**src/rtl/im_fetch_pkg.sv**
```systemverilog
// Shared types and helpers for the instruction-memory fetch sequencer.
// Contents: fetch state enum, queue entry payload, word size, PC legality check.
package im_fetch_pkg;

    localparam int unsigned WORD_BYTES = 4;

    typedef enum logic [0:0] {
        FETCH = 1'b0,
        FAULT = 1'b1
    } fetch_state_e;

    typedef struct packed {
        logic [31:0] instr;
        logic [31:0] pc;
    } fetch_entry_t;

    // Word-aligned and the whole word lies inside the memory; 33-bit sum so pc+3 cannot wrap.
    function automatic logic is_legal_pc(input logic [31:0] pc, input int unsigned mem_size);
        logic [32:0] last_byte;
        last_byte = {1'b0, pc} + 33'(WORD_BYTES - 1);
        return (pc[1:0] == 2'b00) && (last_byte < 33'(mem_size));
    endfunction

endpackage

```
**src/rtl/im_fetch_queue.sv**
```systemverilog
// Small synchronous FIFO of fetched {instr, pc} entries with flush.
// Ports:
//   clk, rst_n          clock, async active-low reset
//   flush               empty the queue at the edge (wins over push)
//   push, push_data     write one entry
//   pop                 retire the head entry
//   head, head_valid    current head entry and registered non-empty flag
//   full_c              queue holds DEPTH entries (combinational from the count)
module im_fetch_queue
    import im_fetch_pkg::*;
#(
    parameter int unsigned DEPTH = 2
) (
    input  logic         clk,
    input  logic         rst_n,
    input  logic         flush,
    input  logic         push,
    input  fetch_entry_t push_data,
    input  logic         pop,
    output fetch_entry_t head,
    output logic         head_valid,
    output logic         full_c
);

    localparam int unsigned PTR_W = (DEPTH > 1) ? $clog2(DEPTH) : 1;
    localparam int unsigned CNT_W = PTR_W + 1;

    fetch_entry_t     mem_q [DEPTH];
    fetch_entry_t     mem_d [DEPTH];
    logic [PTR_W-1:0] wr_ptr_q, wr_ptr_d;
    logic [PTR_W-1:0] rd_ptr_q, rd_ptr_d;
    logic [CNT_W-1:0] count_q, count_d;
    logic             valid_q, valid_d;

    // Next-state: pointers wrap naturally because DEPTH is a power of two.
    always_comb begin
        mem_d    = mem_q;
        wr_ptr_d = wr_ptr_q;
        rd_ptr_d = rd_ptr_q;
        count_d  = count_q;
        if (flush) begin
            wr_ptr_d = '0;
            rd_ptr_d = '0;
            count_d  = '0;
        end else begin
            if (push) begin
                mem_d[wr_ptr_q] = push_data;
                wr_ptr_d        = wr_ptr_q + PTR_W'(1);
            end
            if (pop) begin
                rd_ptr_d = rd_ptr_q + PTR_W'(1);
            end
            if (push && !pop) begin
                count_d = count_q + CNT_W'(1);
            end else if (pop && !push) begin
                count_d = count_q - CNT_W'(1);
            end
        end
        valid_d = (count_d != '0);
    end

    // State registers.
    always_ff @(posedge clk or negedge rst_n) begin
        if (!rst_n) begin
            for (int i = 0; i < int'(DEPTH); i++) begin
                mem_q[i] <= '0;
            end
            wr_ptr_q <= '0;
            rd_ptr_q <= '0;
            count_q  <= '0;
            valid_q  <= 1'b0;
        end else begin
            mem_q    <= mem_d;
            wr_ptr_q <= wr_ptr_d;
            rd_ptr_q <= rd_ptr_d;
            count_q  <= count_d;
            valid_q  <= valid_d;
        end
    end

    assign head       = mem_q[rd_ptr_q];
    assign head_valid = valid_q;
    assign full_c     = (count_q == CNT_W'(DEPTH));

    // The controller only pushes into a full queue when it also pops, and only pops a valid head.
    a_no_overflow : assert property (@(posedge clk) disable iff (!rst_n)
        !(push && !pop && !flush && full_c))
        else $error("im_fetch_queue: push into full queue");

    a_no_underflow : assert property (@(posedge clk) disable iff (!rst_n)
        !(pop && !valid_q))
        else $error("im_fetch_queue: pop from empty queue");

endmodule

```
**src/rtl/im_fetch_ctrl.sv**
```systemverilog
// Fetch sequencer for a combinationally-read, big-endian instruction memory.
// Owns the fetch PC, captures returned words into a queue and presents them to
// decode over valid/ready. Handles redirects (flush) and illegal-PC faults.
// Optional macro IM_FETCH_PERF_EN adds saturating perf counters.
// Ports:
//   clk, rst_n                     clock, async active-low reset
//   instr_addr / instr_rdata       IM address (= fetch PC) and returned word
//   out_valid/out_ready            decode handshake; out_instr/out_pc are the head
//   redir_valid/redir_pc           one-cycle redirect request and target
//   fault/fault_pc                 fetch stopped on an illegal PC, and that PC
//   perf_fetch/stall/flush         (IM_FETCH_PERF_EN only) pushes, stall cycles, redirects
module im_fetch_ctrl
    import im_fetch_pkg::*;
#(
    parameter int unsigned MEM_SIZE = 128,
    parameter logic [31:0] RESET_PC = 32'h0000_0000,
    parameter int unsigned Q_DEPTH  = 2
) (
    input  logic        clk,
    input  logic        rst_n,
    output logic [31:0] instr_addr,
    input  logic [31:0] instr_rdata,
    output logic        out_valid,
    input  logic        out_ready,
    output logic [31:0] out_instr,
    output logic [31:0] out_pc,
    input  logic        redir_valid,
    input  logic [31:0] redir_pc,
    output logic        fault,
    output logic [31:0] fault_pc
`ifdef IM_FETCH_PERF_EN
    ,
    output logic [31:0] perf_fetch,
    output logic [31:0] perf_stall,
    output logic [31:0] perf_flush
`endif
);

    fetch_state_e state_q, state_d;
    logic [31:0]  fetch_pc_q, fetch_pc_d;
    logic         fault_q, fault_d;
    logic [31:0]  fault_pc_q, fault_pc_d;

    logic         push_c;
    logic         pop_c;
    logic         pc_legal_c;
    logic         q_full_c;
    logic         q_valid;
    fetch_entry_t q_head;
    fetch_entry_t push_entry_c;

    assign pop_c        = q_valid && out_ready;
    assign pc_legal_c   = is_legal_pc(fetch_pc_q, MEM_SIZE);
    assign push_entry_c = '{instr: instr_rdata, pc: fetch_pc_q};

    // Next-state / control: redirect overrides everything and discards any push.
    always_comb begin
        state_d    = state_q;
        fetch_pc_d = fetch_pc_q;
        fault_d    = fault_q;
        fault_pc_d = fault_pc_q;
        push_c     = 1'b0;
        if (redir_valid) begin
            state_d    = FETCH;
            fetch_pc_d = redir_pc;
            fault_d    = 1'b0;
        end else begin
            case (state_q)
                FETCH: begin
                    if (pc_legal_c) begin
                        if (!q_full_c || pop_c) begin
                            push_c     = 1'b1;
                            fetch_pc_d = fetch_pc_q + 32'(WORD_BYTES);
                        end
                    end else begin
                        state_d    = FAULT;
                        fault_d    = 1'b1;
                        fault_pc_d = fetch_pc_q;
                    end
                end
                FAULT: begin
                    state_d = FAULT;
                end
                default: begin
                    state_d = FETCH;
                end
            endcase
        end
    end

    // State registers.
    always_ff @(posedge clk or negedge rst_n) begin
        if (!rst_n) begin
            state_q    <= FETCH;
            fetch_pc_q <= RESET_PC;
            fault_q    <= 1'b0;
            fault_pc_q <= '0;
        end else begin
            state_q    <= state_d;
            fetch_pc_q <= fetch_pc_d;
            fault_q    <= fault_d;
            fault_pc_q <= fault_pc_d;
        end
    end

    im_fetch_queue #(
        .DEPTH (Q_DEPTH)
    ) u_queue (
        .clk        (clk),
        .rst_n      (rst_n),
        .flush      (redir_valid),
        .push       (push_c),
        .push_data  (push_entry_c),
        .pop        (pop_c),
        .head       (q_head),
        .head_valid (q_valid),
        .full_c     (q_full_c)
    );

    assign instr_addr = fetch_pc_q;
    assign out_valid  = q_valid;
    assign out_instr  = q_head.instr;
    assign out_pc     = q_head.pc;
    assign fault      = fault_q;
    assign fault_pc   = fault_pc_q;

`ifdef IM_FETCH_PERF_EN
    logic [31:0] perf_fetch_q, perf_fetch_d;
    logic [31:0] perf_stall_q, perf_stall_d;
    logic [31:0] perf_flush_q, perf_flush_d;

    // Saturating event counters.
    always_comb begin
        perf_fetch_d = perf_fetch_q;
        perf_stall_d = perf_stall_q;
        perf_flush_d = perf_flush_q;
        if (push_c && (perf_fetch_q != '1)) begin
            perf_fetch_d = perf_fetch_q + 32'd1;
        end
        if (q_valid && !out_ready && (perf_stall_q != '1)) begin
            perf_stall_d = perf_stall_q + 32'd1;
        end
        if (redir_valid && (perf_flush_q != '1)) begin
            perf_flush_d = perf_flush_q + 32'd1;
        end
    end

    always_ff @(posedge clk or negedge rst_n) begin
        if (!rst_n) begin
            perf_fetch_q <= '0;
            perf_stall_q <= '0;
            perf_flush_q <= '0;
        end else begin
            perf_fetch_q <= perf_fetch_d;
            perf_stall_q <= perf_stall_d;
            perf_flush_q <= perf_flush_d;
        end
    end

    assign perf_fetch = perf_fetch_q;
    assign perf_stall = perf_stall_q;
    assign perf_flush = perf_flush_q;
`endif

endmodule

```
**config.mk**
```make
export PLATFORM = sky130hd
export DESIGN_NAME = im_fetch_ctrl
export DESIGN_NICKNAME = d
export VERILOG_FILES = /design/src/rtl/im_fetch_pkg.sv /design/src/rtl/im_fetch_queue.sv /design/src/rtl/im_fetch_ctrl.sv
export SDC_FILE = /design/constraint.sdc
export NUM_CORES = 1
export LEC_CHECK = 0
export BUFFER_PORTS_ARGS = -buffer_cell sky130_fd_sc_hd__buf_2
export CORE_ASPECT_RATIO = 0.5
export CORE_MARGIN = 1.5
export CORE_UTILIZATION = 55
export CTS_BUF_LIST = sky130_fd_sc_hd__clkbuf_8
export CTS_CLUSTER_SIZE = 12
export DETAILED_ROUTE_END_ITERATION = 12
export PLACE_DENSITY = 0.87
export SYNTH_ARGS = -nofsm -noshare
export SYNTH_HDL_FRONTEND = slang
export SYNTH_SLANG_ARGS = --single-unit
```
**constraint.sdc**
```tcl
create_clock -name clk -period 2.99 [get_ports clk]
set_input_delay 0.598 -clock clk [delete_from_list [all_inputs] [get_ports clk]]
set_output_delay 0.598 -clock clk [all_outputs]
set_load 0.05 [all_outputs]
```
==> results.md, run 1 <==
- P&R area growth vs syn: 24.0%
- Final Slew Violations: 0
- Seq/Total Area, Yosys: 56.4%
- Max-Cap Viols: 0
- Met1 Resource Use GR: 28.8%
- Final Net Count: 942
- Starting DRT DRC Count: 271
- ANT nets after route: 0
- Post-route DRC: 0
- Pwr Density: 551 nW/um^2
- DPL Wire Length: 12700 um
- Critical Path Sink: u_queue.mem_q[70]
- Warnings from Yosys: 0
- Leak: 5.78 nW
- EDFF count, synth: 0
- Power share of the clock group: 29.6%
- Reg2Reg Launch Point: instr_addr[2]
- Via Count: 5959
- Peak supply drop: 435 uV
- Global routing's busiest layer: met2
- Max Clock Freq: 338 MHz
- Crit Path Category: flop to flop
- GR Layer Usage met3: 4.95%
- Clk_lat worst skew: 0.47 ns
- Final worst-path cycle share: 99.0%
- Mux cell area share after synthesis: 26.9%
- Final setup viols: 0
- Synth Area in Compound Gates: 2.62%
- Worst-path clk slew: 0.11 ns
- Power Total: 6.03 mW
- Unrepaired setup endpoints after global routing: true
- Largest family of logic cells by synthesized area: multiplexers
- Worst-margin pin slew: 0.726 ns
- Post-synthesis async set-or-reset flop share: 100%
- Synth top cells by count: dfrtp_1 (199), mux2_2 (100), mux2_1 (66)
- Min Tclk post-route: 2.96 ns
- Main synth FF type: dfrtp_1
- Flop and latch count out of synthesis: 199
- Crit Reg-Reg Endpoint: u_queue.mem_q[70]
- Rows: 32
- Final hold violation count: 0
- Worst hold path class: input port to async pin
- Core Footprint: 15500 um^2
- Setup_tns: 0 ns
- Required time of the critical path: 3.34 ns
- Vias in the first global route: 6045
- Htree depth: 4
- Clk sinks: 199
- Die Wd: 182 um
- Comb power frac: 21.5%
- Worst Path Max Fanout: 16
- Synth Area in XOR/XNOR: 0.794%
- CTS root buffer: clkbuf_8
- Syn Inst Count: 635
- # hold bufs at CTS: 0
- Most instantiated library cell after synthesis: dfrtp_1
- Share of cells above drive strength 1: 51.6%
- Psw: 1.97 mW
- Fillers: 1054
- Largest net degree at the start of global routing: 92
- Crit end category: flop
- P_int: 4.06 mW
- Net Sw Frac: 32.6%
- WL final: 19400 um
- First-pass GRT wire length: 30100 um
- Num CTS Buffers: 17
- Vias/cell: 5.47
- Die ar.: 16900 um^2
- Top cell type's share of synthesized area: 56.4%
- Max clock buf depth: 2
- Antenna cell count: 0
- Met2 Use GR: 39.1%
- Post-Synth Simple-Gate Area: 10.2%
- Flop pwr share: 48.9%
- Die H: 92.6 um
- Largest area contributor in the netlist: dfrtp_1
- Status: finished, final reports clean
- Cell Area, Placed: 10300 um^2
- Relative slew slack: 51.6%
- Mapped cell area: 8830 um^2
- Worst Path Arrival: 3.31 ns
- GPL Wtd Cong: 0.867
- Net count after synthesis: 705
- WHS: 0.199 ns
- R2R Setup Slk: 0.03 ns
- Starting Density: 56.8%
- GRT Total Usage: 22.6%
- Reg2Reg Depth: 11
- Library cells used by synthesis: 55
- Startpoint types: flop
- Ports: 198
- Final Util: 70.5%
- Port bufs: 197
- Final instance area: 10900 um^2
- Area share of fa/ha/maj cells after synthesis: 0.397%
- First drt pass iteration count: 5
- Drt wl/cell: 17.8 um
- Synthesized area per cell: 13.9 um^2
- Crit path launch: instr_addr[2]
- Worst Skew: 0.0163 ns
- Initial antenna violation count: 0
- CTS tree: done
- Largest cells by area after synthesis: dfrtp_1 (56%), mux2_2 (13%), mux2_1 (8.4%)
- Total congestion overflow: 0
cells by family after synthesis:
| group | after synthesis |
|---|---|
| XOR/XNOR | 8 |
| AO/OA/AOI/OAI | 33 |
| multiplexers | 201 |
| flip-flops | 199 |
| adder cells (fa/ha/maj) | 3 |
| buffers and inverters | 42 |
| AND/OR/NAND/NOR | 149 |
cell usage in the layout, fill, tap and decap left out, drive strengths merged, types with 13 or more instances in the layout:
cell / instances
nor2b: 28
buf: 246
inv: 15
and2: 31
nand2: 16
nand4: 13
clkbuf: 22
nor2: 18
mux2: 196
dfrtp: 199
area by class of cell:
cell class	count	area [um^2]	area share, %
flip-flops and latches	199	5000	45.7
repair buffers	250	1550	14.1
clock buffers	18	248	2.26
inverters	9	33.8	0.309
clock inverters	14	166	1.52
multi-input cells	395	3690	33.7
well taps	204	255	2.33
worst min-delay path by stage:
stage | startpoint | end | slack [ns]
after global placement | u_queue.mem_q[6] | u_queue.mem_q[6] | 0.46
after floorplan | rst_n | fault | 0.30
after detailed placement | u_queue.mem_q[87] | u_queue.mem_q[87] | 0.47
after global routing | rst_n | u_queue.mem_q[78] | 0.24
final | rst_n | u_queue.mem_q[83] | 0.20
after CTS | rst_n | u_queue.mem_q[83] | 0.19
metal layers:
layer  wire (um)  vias to the layer above
met5           0                        -
met4         226                        0
met3         862                       19
met2        9960                      164
met1        8370                     3052
li1            -                     2724
power by group through the flow:
| stage | sequential [mW] | combinational, mW | clock, mW |
|---|---|---|---|
| finish | 2.95 | 1.30 | 1.79 |
| global route | 2.96 | 1.37 | 1.94 |
| CTS | 2.94 | 1.29 | 1.83 |
| detailed placement | 2.99 | 1.29 | 0 |
| global placement | 2.98 | 1.26 | 0 |
| floorplan | 3.46 | 0.403 | 0 |
metrics by stage:
stage,cells,setup WS [ns]
final,1089,0.0287
after global routing,1089,-0.154
after CTS,1082,0.0482
after detailed placement,1048,0.0139
after global placement,1048,0.0551
after floorplan,635,0.0106
registers in the layout, summed over array words and instances (netlist names):
register and cells:
u_queue.rd_ptr_q 1, fault 1, u_queue.count_q 2, fault_pc 32, u_queue.wr_ptr_q 1, u_queue.head_valid 1
state_q 1, u_queue.mem_q 128, instr_addr 32
critical path: stages, from the launching register on:
cell and delay (ns):
dfrtp_2 0.38, buf_4 0.16, nand4_1 0.19, nor2_1 0.23, nand4_1 0.15, nor4_2 0.42
o22ai_2 0.20, nor3_4 0.23, buf_6 0.17, nand3_4 0.15, clkbuf_16 0.24, mux2_1 0.32
timing repair:
item,in CTS,in global routing
buffers inserted,1,4
pin swaps,2,6
endpoints found under the setup margin,29,133
resized for setup,1,16
gates cloned,1,3
(Power assumes the default switching activity.)
==> run 2: changes to the inputs <==
--- a/config.mk
+++ b/config.mk
@@ -12,6 +12,7 @@
 export CTS_BUF_LIST = sky130_fd_sc_hd__clkbuf_8
 export CTS_CLUSTER_SIZE = 12
 export DETAILED_ROUTE_END_ITERATION = 12
+export GPL_ROUTABILITY_DRIVEN = 0
 export PLACE_DENSITY = 0.87
 export SYNTH_ARGS = -nofsm -noshare
 export SYNTH_HDL_FRONTEND = slang
==> constraint.sdc (replaced) <==
create_clock -name clk -period 2.99 [get_ports clk]
set_input_delay 0.4485 -clock clk [delete_from_list [all_inputs] [get_ports clk]]
set_output_delay 0.4485 -clock clk [all_outputs]
set_load 0.05 [all_outputs]
==> results.md, run 2 (same netlist as run 1, synthesis figures left out) <==
- Critical Path Max Stage Delay: 0.41 ns
- Core Footprint: 15500 um^2
- Num CTS Buffers: 17
- Commonest non-fill, non-tap cell in the layout: buf_2
- CTS tree: done
- Starting Density: 56.8%
- Clk sinks: 199
- Die ar.: 16900 um^2
- Required time of the critical path: 3.33 ns
- Relative slew slack: 51.8%
- Worst-path clk slew: 0.10 ns
- Starting DRT DRC Count: 477
- Most common cell on crit path: nand4_1
- Share of cells above drive strength 1: 55.5%
- Die H: 92.6 um
- Final setup viols: 76
- Comb power frac: 22.5%
- Max clock buf depth: 2
- Pwr Density: 531 nW/um^2
- Worst Skew: 0.0211 ns
- Crit path cell chain: ha_4, nand4_1, buf_4, o21ai_2, a31oi_1, nor4_2, nand4_1, nor3_4, buf_6, nand3_4, clkbuf_16, mux2_4
- First drt pass iteration count: 5
- Net Sw Frac: 33.8%
- P_int: 3.94 mW
- Rows: 32
- Final Slew Violations: 0
- Final Non-Filler Cells: 1104
- Max FFs per register: 128
- Max-Cap Viols: 0
- Post-route DRC: 0
- Vias in the first global route: 6337
- DR WL met2: 10600 um
- CP max stage cell: dfrtp_2
- Max Clock Freq: 323 MHz
- DPL Wire Length: 13100 um
- Clk_lat worst skew: 0.47 ns
- WL final: 21200 um
- Dpl cells: 1049
- Flop pwr share: 49.6%
- Top routing layer in use: met4
- First-pass GRT wire length: 31600 um
- Family with the most delay on the worst path: simple AND/OR/NAND/NOR gates
- Ports: 198
- Drt wl/cell: 19.2 um
- Setup_tns: -3.93 ns
- Power share of the clock group: 27.9%
- Worst-margin pin slew: 0.723 ns
- Worst setup margin: -0.110 ns
- Top reg by flops: u_queue.mem_q
- Psw: 2.01 mW
- Final Net Count: 956
- Final worst-path cycle share: 104%
- Unrepaired setup endpoints after global routing: true
- Pre-CTS setup slack: 0.0169 ns
- Worst hold path class: input port to async pin
- Status: finished, violations left
- Final Util: 72.1%
- Crit end category: flop
- ANT nets after route: 0
- Crit Path Category: flop to flop
- Via Count: 6259
- Commonest non-fill, non-tap cells in the layout: buf_2 (196), dfrtp_1 (180), mux2_2 (100), mux2_4 (56), buf_4 (48)
- Final hold violation count: 0
- CTS root buffer: clkbuf_8
- Worst Path Max Fanout: 8
- Failing checks: setup timing
- Worst Path Arrival: 3.44 ns
- Total congestion overflow: 0
- Peak supply drop: 405 uV
- Power Total: 5.95 mW
- Min Tclk post-route: 3.10 ns
- Leak: 5.92 nW
- Initial antenna violation count: 1
- Worst path bufs/invs: 3
- Largest net degree at the start of global routing: 93
- Vias/cell: 5.67
- Startpoint types: flop
- Routed length on met3: 1040 um
- Htree depth: 4
- GRT Total Usage: 23.9%
- P&R area growth vs syn: 27.0%
- Port bufs: 197
- DRT met1 WL: 9020 um
- Die Wd: 182 um
## run 2: cell types whose count changed in the layout (fill, tap and decap cells not counted), sizes merged
| cell | previous run | this run |
|---|---|---|
| clkinv | 5 | 4 |
| diode | 0 | 1 |
| buf | 246 | 258 |
| inv | 15 | 16 |
| clkinvlp | 1 | 2 |
| clkbuf | 22 | 25 |
| bufinv | 2 | 0 |
## run 2: repair_timing
item / in CTS / in global routing
resized for setup: 1 / 52
hold buffers: 0 / 0
gates cloned: 1 / 7
pin swaps: 1 / 18
endpoints found under the setup margin: 10 / 135
setup buffers: 0 / 14
## run 2: through the flow
stage / hold WS [ns] / cell area [um^2]
3_5_place_dp: 0.467 / 10300
4_1_cts: 0.0532 / 10700
6_report: 0.0437 / 11200
2_1_floorplan: 0.153 / 8850
5_1_grt: 0.0631 / 11200
3_3_place_gp: 0.461 / 10300
## run 2: final cells by class
type	count	area, um^2
multi-input combinational	395	3830
clock inverter	13	114
clock buffer	19	262
inverter	9	33.8
tap	204	255
sequential	199	5000
timing repair buffer	264	1710
fill	1066	4330
antenna	1	2.50
## run 2: power groups by stage
stage	registers (mW)	clock network [mW]	logic, mW
finish	2.95	1.66	1.34
global route	2.97	1.79	1.40
CTS	2.94	1.69	1.30
detailed placement	2.99	0	1.29
global placement	2.98	0	1.26
floorplan	3.46	0	0.403
## run 2: layer usage
metal	GRT usage [%]	vias to the layer above
met5	0	-
met4	8.47	0
met3	5.11	64
met2	42.5	260
met1	29.0	3175
li1	-	2760
## run 2: worst paths after layout
kind | startpoint | endpoint | slack, ns | cells after the start
min reg2reg | u_queue.mem_q[92] | u_queue.mem_q[92] | 0.49 | 1
min | rst_n | u_queue.mem_q[83] | 0.04 | 1
max | instr_addr[3] | u_queue.mem_q[100] | -0.11 | 12
max in group asynchronous | rst_n | instr_addr[7] | 2.19 | 2
min in group clk | redir_pc[2] | instr_addr[2] | 0.19 | 3
max reg2reg | instr_addr[3] | u_queue.mem_q[100] | -0.11 | 12
==> run 3: changes to the inputs <==
--- a/config.mk
+++ b/config.mk
@@ -6,14 +6,17 @@
 export NUM_CORES = 1
 export LEC_CHECK = 0
 export BUFFER_PORTS_ARGS = -buffer_cell sky130_fd_sc_hd__buf_2
+export CAP_MARGIN = 30
+export CELL_PAD_IN_SITES_DETAIL_PLACEMENT = 0
+export CELL_PAD_IN_SITES_GLOBAL_PLACEMENT = 1
 export CORE_ASPECT_RATIO = 0.5
 export CORE_MARGIN = 1.5
-export CORE_UTILIZATION = 55
+export CORE_UTILIZATION = 45
 export CTS_BUF_LIST = sky130_fd_sc_hd__clkbuf_8
 export CTS_CLUSTER_SIZE = 12
 export DETAILED_ROUTE_END_ITERATION = 12
 export GPL_ROUTABILITY_DRIVEN = 0
-export PLACE_DENSITY = 0.87
+export PLACE_DENSITY = 0.88
 export SYNTH_ARGS = -nofsm -noshare
 export SYNTH_HDL_FRONTEND = slang
 export SYNTH_SLANG_ARGS = --single-unit
==> results.md, run 3 (same netlist as run 1, synthesis figures left out) <==
- Worst Path Max Fanout: 8
- DPL Wire Length: 13400 um
- Rows: 35
- Crit Reg-Reg Endpoint: u_queue.mem_q[66]
- Die H: 102 um
- Net Sw Frac: 33.3%
- ANT nets after route: 0
- Comb power frac: 22.5%
- WL final: 20800 um
- Num CTS Buffers: 17
- Vias in the first global route: 6250
- Worst hold path class: input port to flop
- Max Clock Freq: 341 MHz
- Final worst-path cycle share: 98.0%
- Final Non-Filler Cells: 1158
- Relative slew slack: 69.3%
- Unrepaired setup endpoints after global routing: true
- Reg2Reg Launch Point: instr_addr[16]
- Dpl cells: 1103
- Max FFs per register: 128
- CTS tree: done
- Max-Cap Viols: 0
- Worst-margin pin slew: 0.461 ns
- Antenna cell count: 0
- Flop pwr share: 49.7%
- Htree depth: 4
- Psw: 1.97 mW
- Share of cells above drive strength 1: 55.2%
- Crit end category: flop
- Final hold violation count: 0
- Worst-path clk slew: 0.11 ns
- Clk_lat worst skew: 0.47 ns
- Initial antenna violation count: 0
- Die Wd: 201 um
- Worst Skew: 0.0180 ns
- Power Total: 5.92 mW
- Ports: 198
- Worst Path Arrival: 3.28 ns
- Via Count: 5950
- R2R Setup Slk: 0.06 ns
- WHS: 0.183 ns
- Required time of the critical path: 3.34 ns
- Port bufs: 197
- P&R area growth vs syn: 26.8%
- Total congestion overflow: 0
- P_int: 3.94 mW
- Commonest non-fill, non-tap cells in the layout: buf_2 (196), dfrtp_1 (180), mux2_2 (100), mux2_4 (56), buf_4 (51)
- Worst Min Path Start: redir_pc[7]
- Die ar.: 20500 um^2
- Power share of the clock group: 27.8%
- Final setup viols: 0
- Commonest non-fill, non-tap cell in the layout: buf_2
- Pwr Density: 528 nW/um^2
- Core Footprint: 18800 um^2
- Max clock buf depth: 2
- Crit Path Category: flop to flop
- Peak supply drop: 365 uV
- Final Net Count: 956
- Startpoint types: flop
- Starting DRT DRC Count: 225
- Leak: 5.91 nW
- Reg2Reg Depth: 11
- GRT Total Usage: 19.7%
- First-pass GRT wire length: 32000 um
- Final Slew Violations: 0
- CTS root buffer: clkbuf_8
- Min Tclk post-route: 2.93 ns
- Status: finished, final reports clean
- Worst-case hold path end point: instr_addr[7]
- First drt pass iteration count: 4
- Drt wl/cell: 18.0 um
- Clk sinks: 199
- Top reg by flops: u_queue.mem_q
- Starting Density: 47.0%
- Hold Path Cell Cnt: 3
- Vias/cell: 5.14
- Post-route DRC: 0
- Largest net degree at the start of global routing: 86
-- run 3: cell count changes in the layout (fill, tap and decap cells not counted), sizes merged --
| cell | change |
|---|---|
| dlygate4sd3 | +1 |
| inv | -2 |
| nor4 | -1 |
| clkinv | +1 |
| buf | +1 |
| diode | -1 |
-- run 3: per-stage QoR --
stage               instance area [um^2]  util [%]  setup slack, ns  setup TNS, ns
global placement                   10400      55.4           0.0205              0
detailed placement                 10400      55.4          -0.0145         -0.108
CTS                                10800      57.5           0.0145              0
global route                       11200      59.6           -0.112          -7.24
finish                             11200      59.6           0.0592              0
floorplan                           8850         -           0.0106              0
-- run 3: power by group through the flow --
stage | sequential [mW] | clock, mW | combinational (mW)
final | 2.94 | 1.64 | 1.33
after floorplan | 3.46 | 0 | 0.403
after global routing | 2.96 | 1.79 | 1.41
after detailed placement | 2.99 | 0 | 1.31
after global placement | 2.98 | 0 | 1.29
after CTS | 2.94 | 1.70 | 1.31
-- run 3: final cells by class --
type | instances | area, um^2
Fill cell | 1548 | 7590
Sequential cell | 199 | 5000
Multi-Input combinational cell | 394 | 3780
Timing Repair Buffer | 265 | 1690
Tap cell | 259 | 324
Clock buffer | 20 | 275
Clock inverter | 12 | 91.3
Inverter | 9 | 33.8
-- run 3: worst max path at each step --
stage | slack, ns | depth (start not counted) | end | startpoint
floorplan | 0.01 | 10 | u_queue.mem_q[6] | instr_addr[22]
global placement | 0.02 | 10 | fault_pc[16] | instr_addr[2]
detailed placement | -0.01 | 10 | fault_pc[11] | instr_addr[2]
CTS | 0.01 | 9 | u_queue.mem_q[34] | instr_addr[1]
global route | -0.11 | 11 | u_queue.mem_q[66] | instr_addr[15]
finish | 0.06 | 11 | u_queue.mem_q[66] | instr_addr[16]
-- run 3: timing repair --
action                                  in CTS  in global routing
cloned                                       0                  5
pin swaps                                    1                 11
hold buffers                                 1                  0
setup buffers                                1                 16
resized for setup                            0                 41
endpoints found under the hold margin       54                  0
endpoints found under the setup margin      46                128
-- run 3: critical path, cell delays in order (launching register included) --
cell	delay, ns
dfrtp_2	0.40
nand4_4	0.14
nor4_4	0.29
buf_6	0.16
nand4_1	0.12
o41ai_2	0.38
o22ai_2	0.16
nor3_4	0.28
buf_12	0.15
nand3_4	0.18
clkbuf_16	0.25
mux2_4	0.30
-- run 3: metal layers --
metal	GRT usage, %	part of all wire (%)	up-vias
met5	0	0	-
met4	6.88	1.3	0
met3	3.54	3.5	23
met2	33.8	49	122
met1	25.7	46	3063
li1	-	-	2742
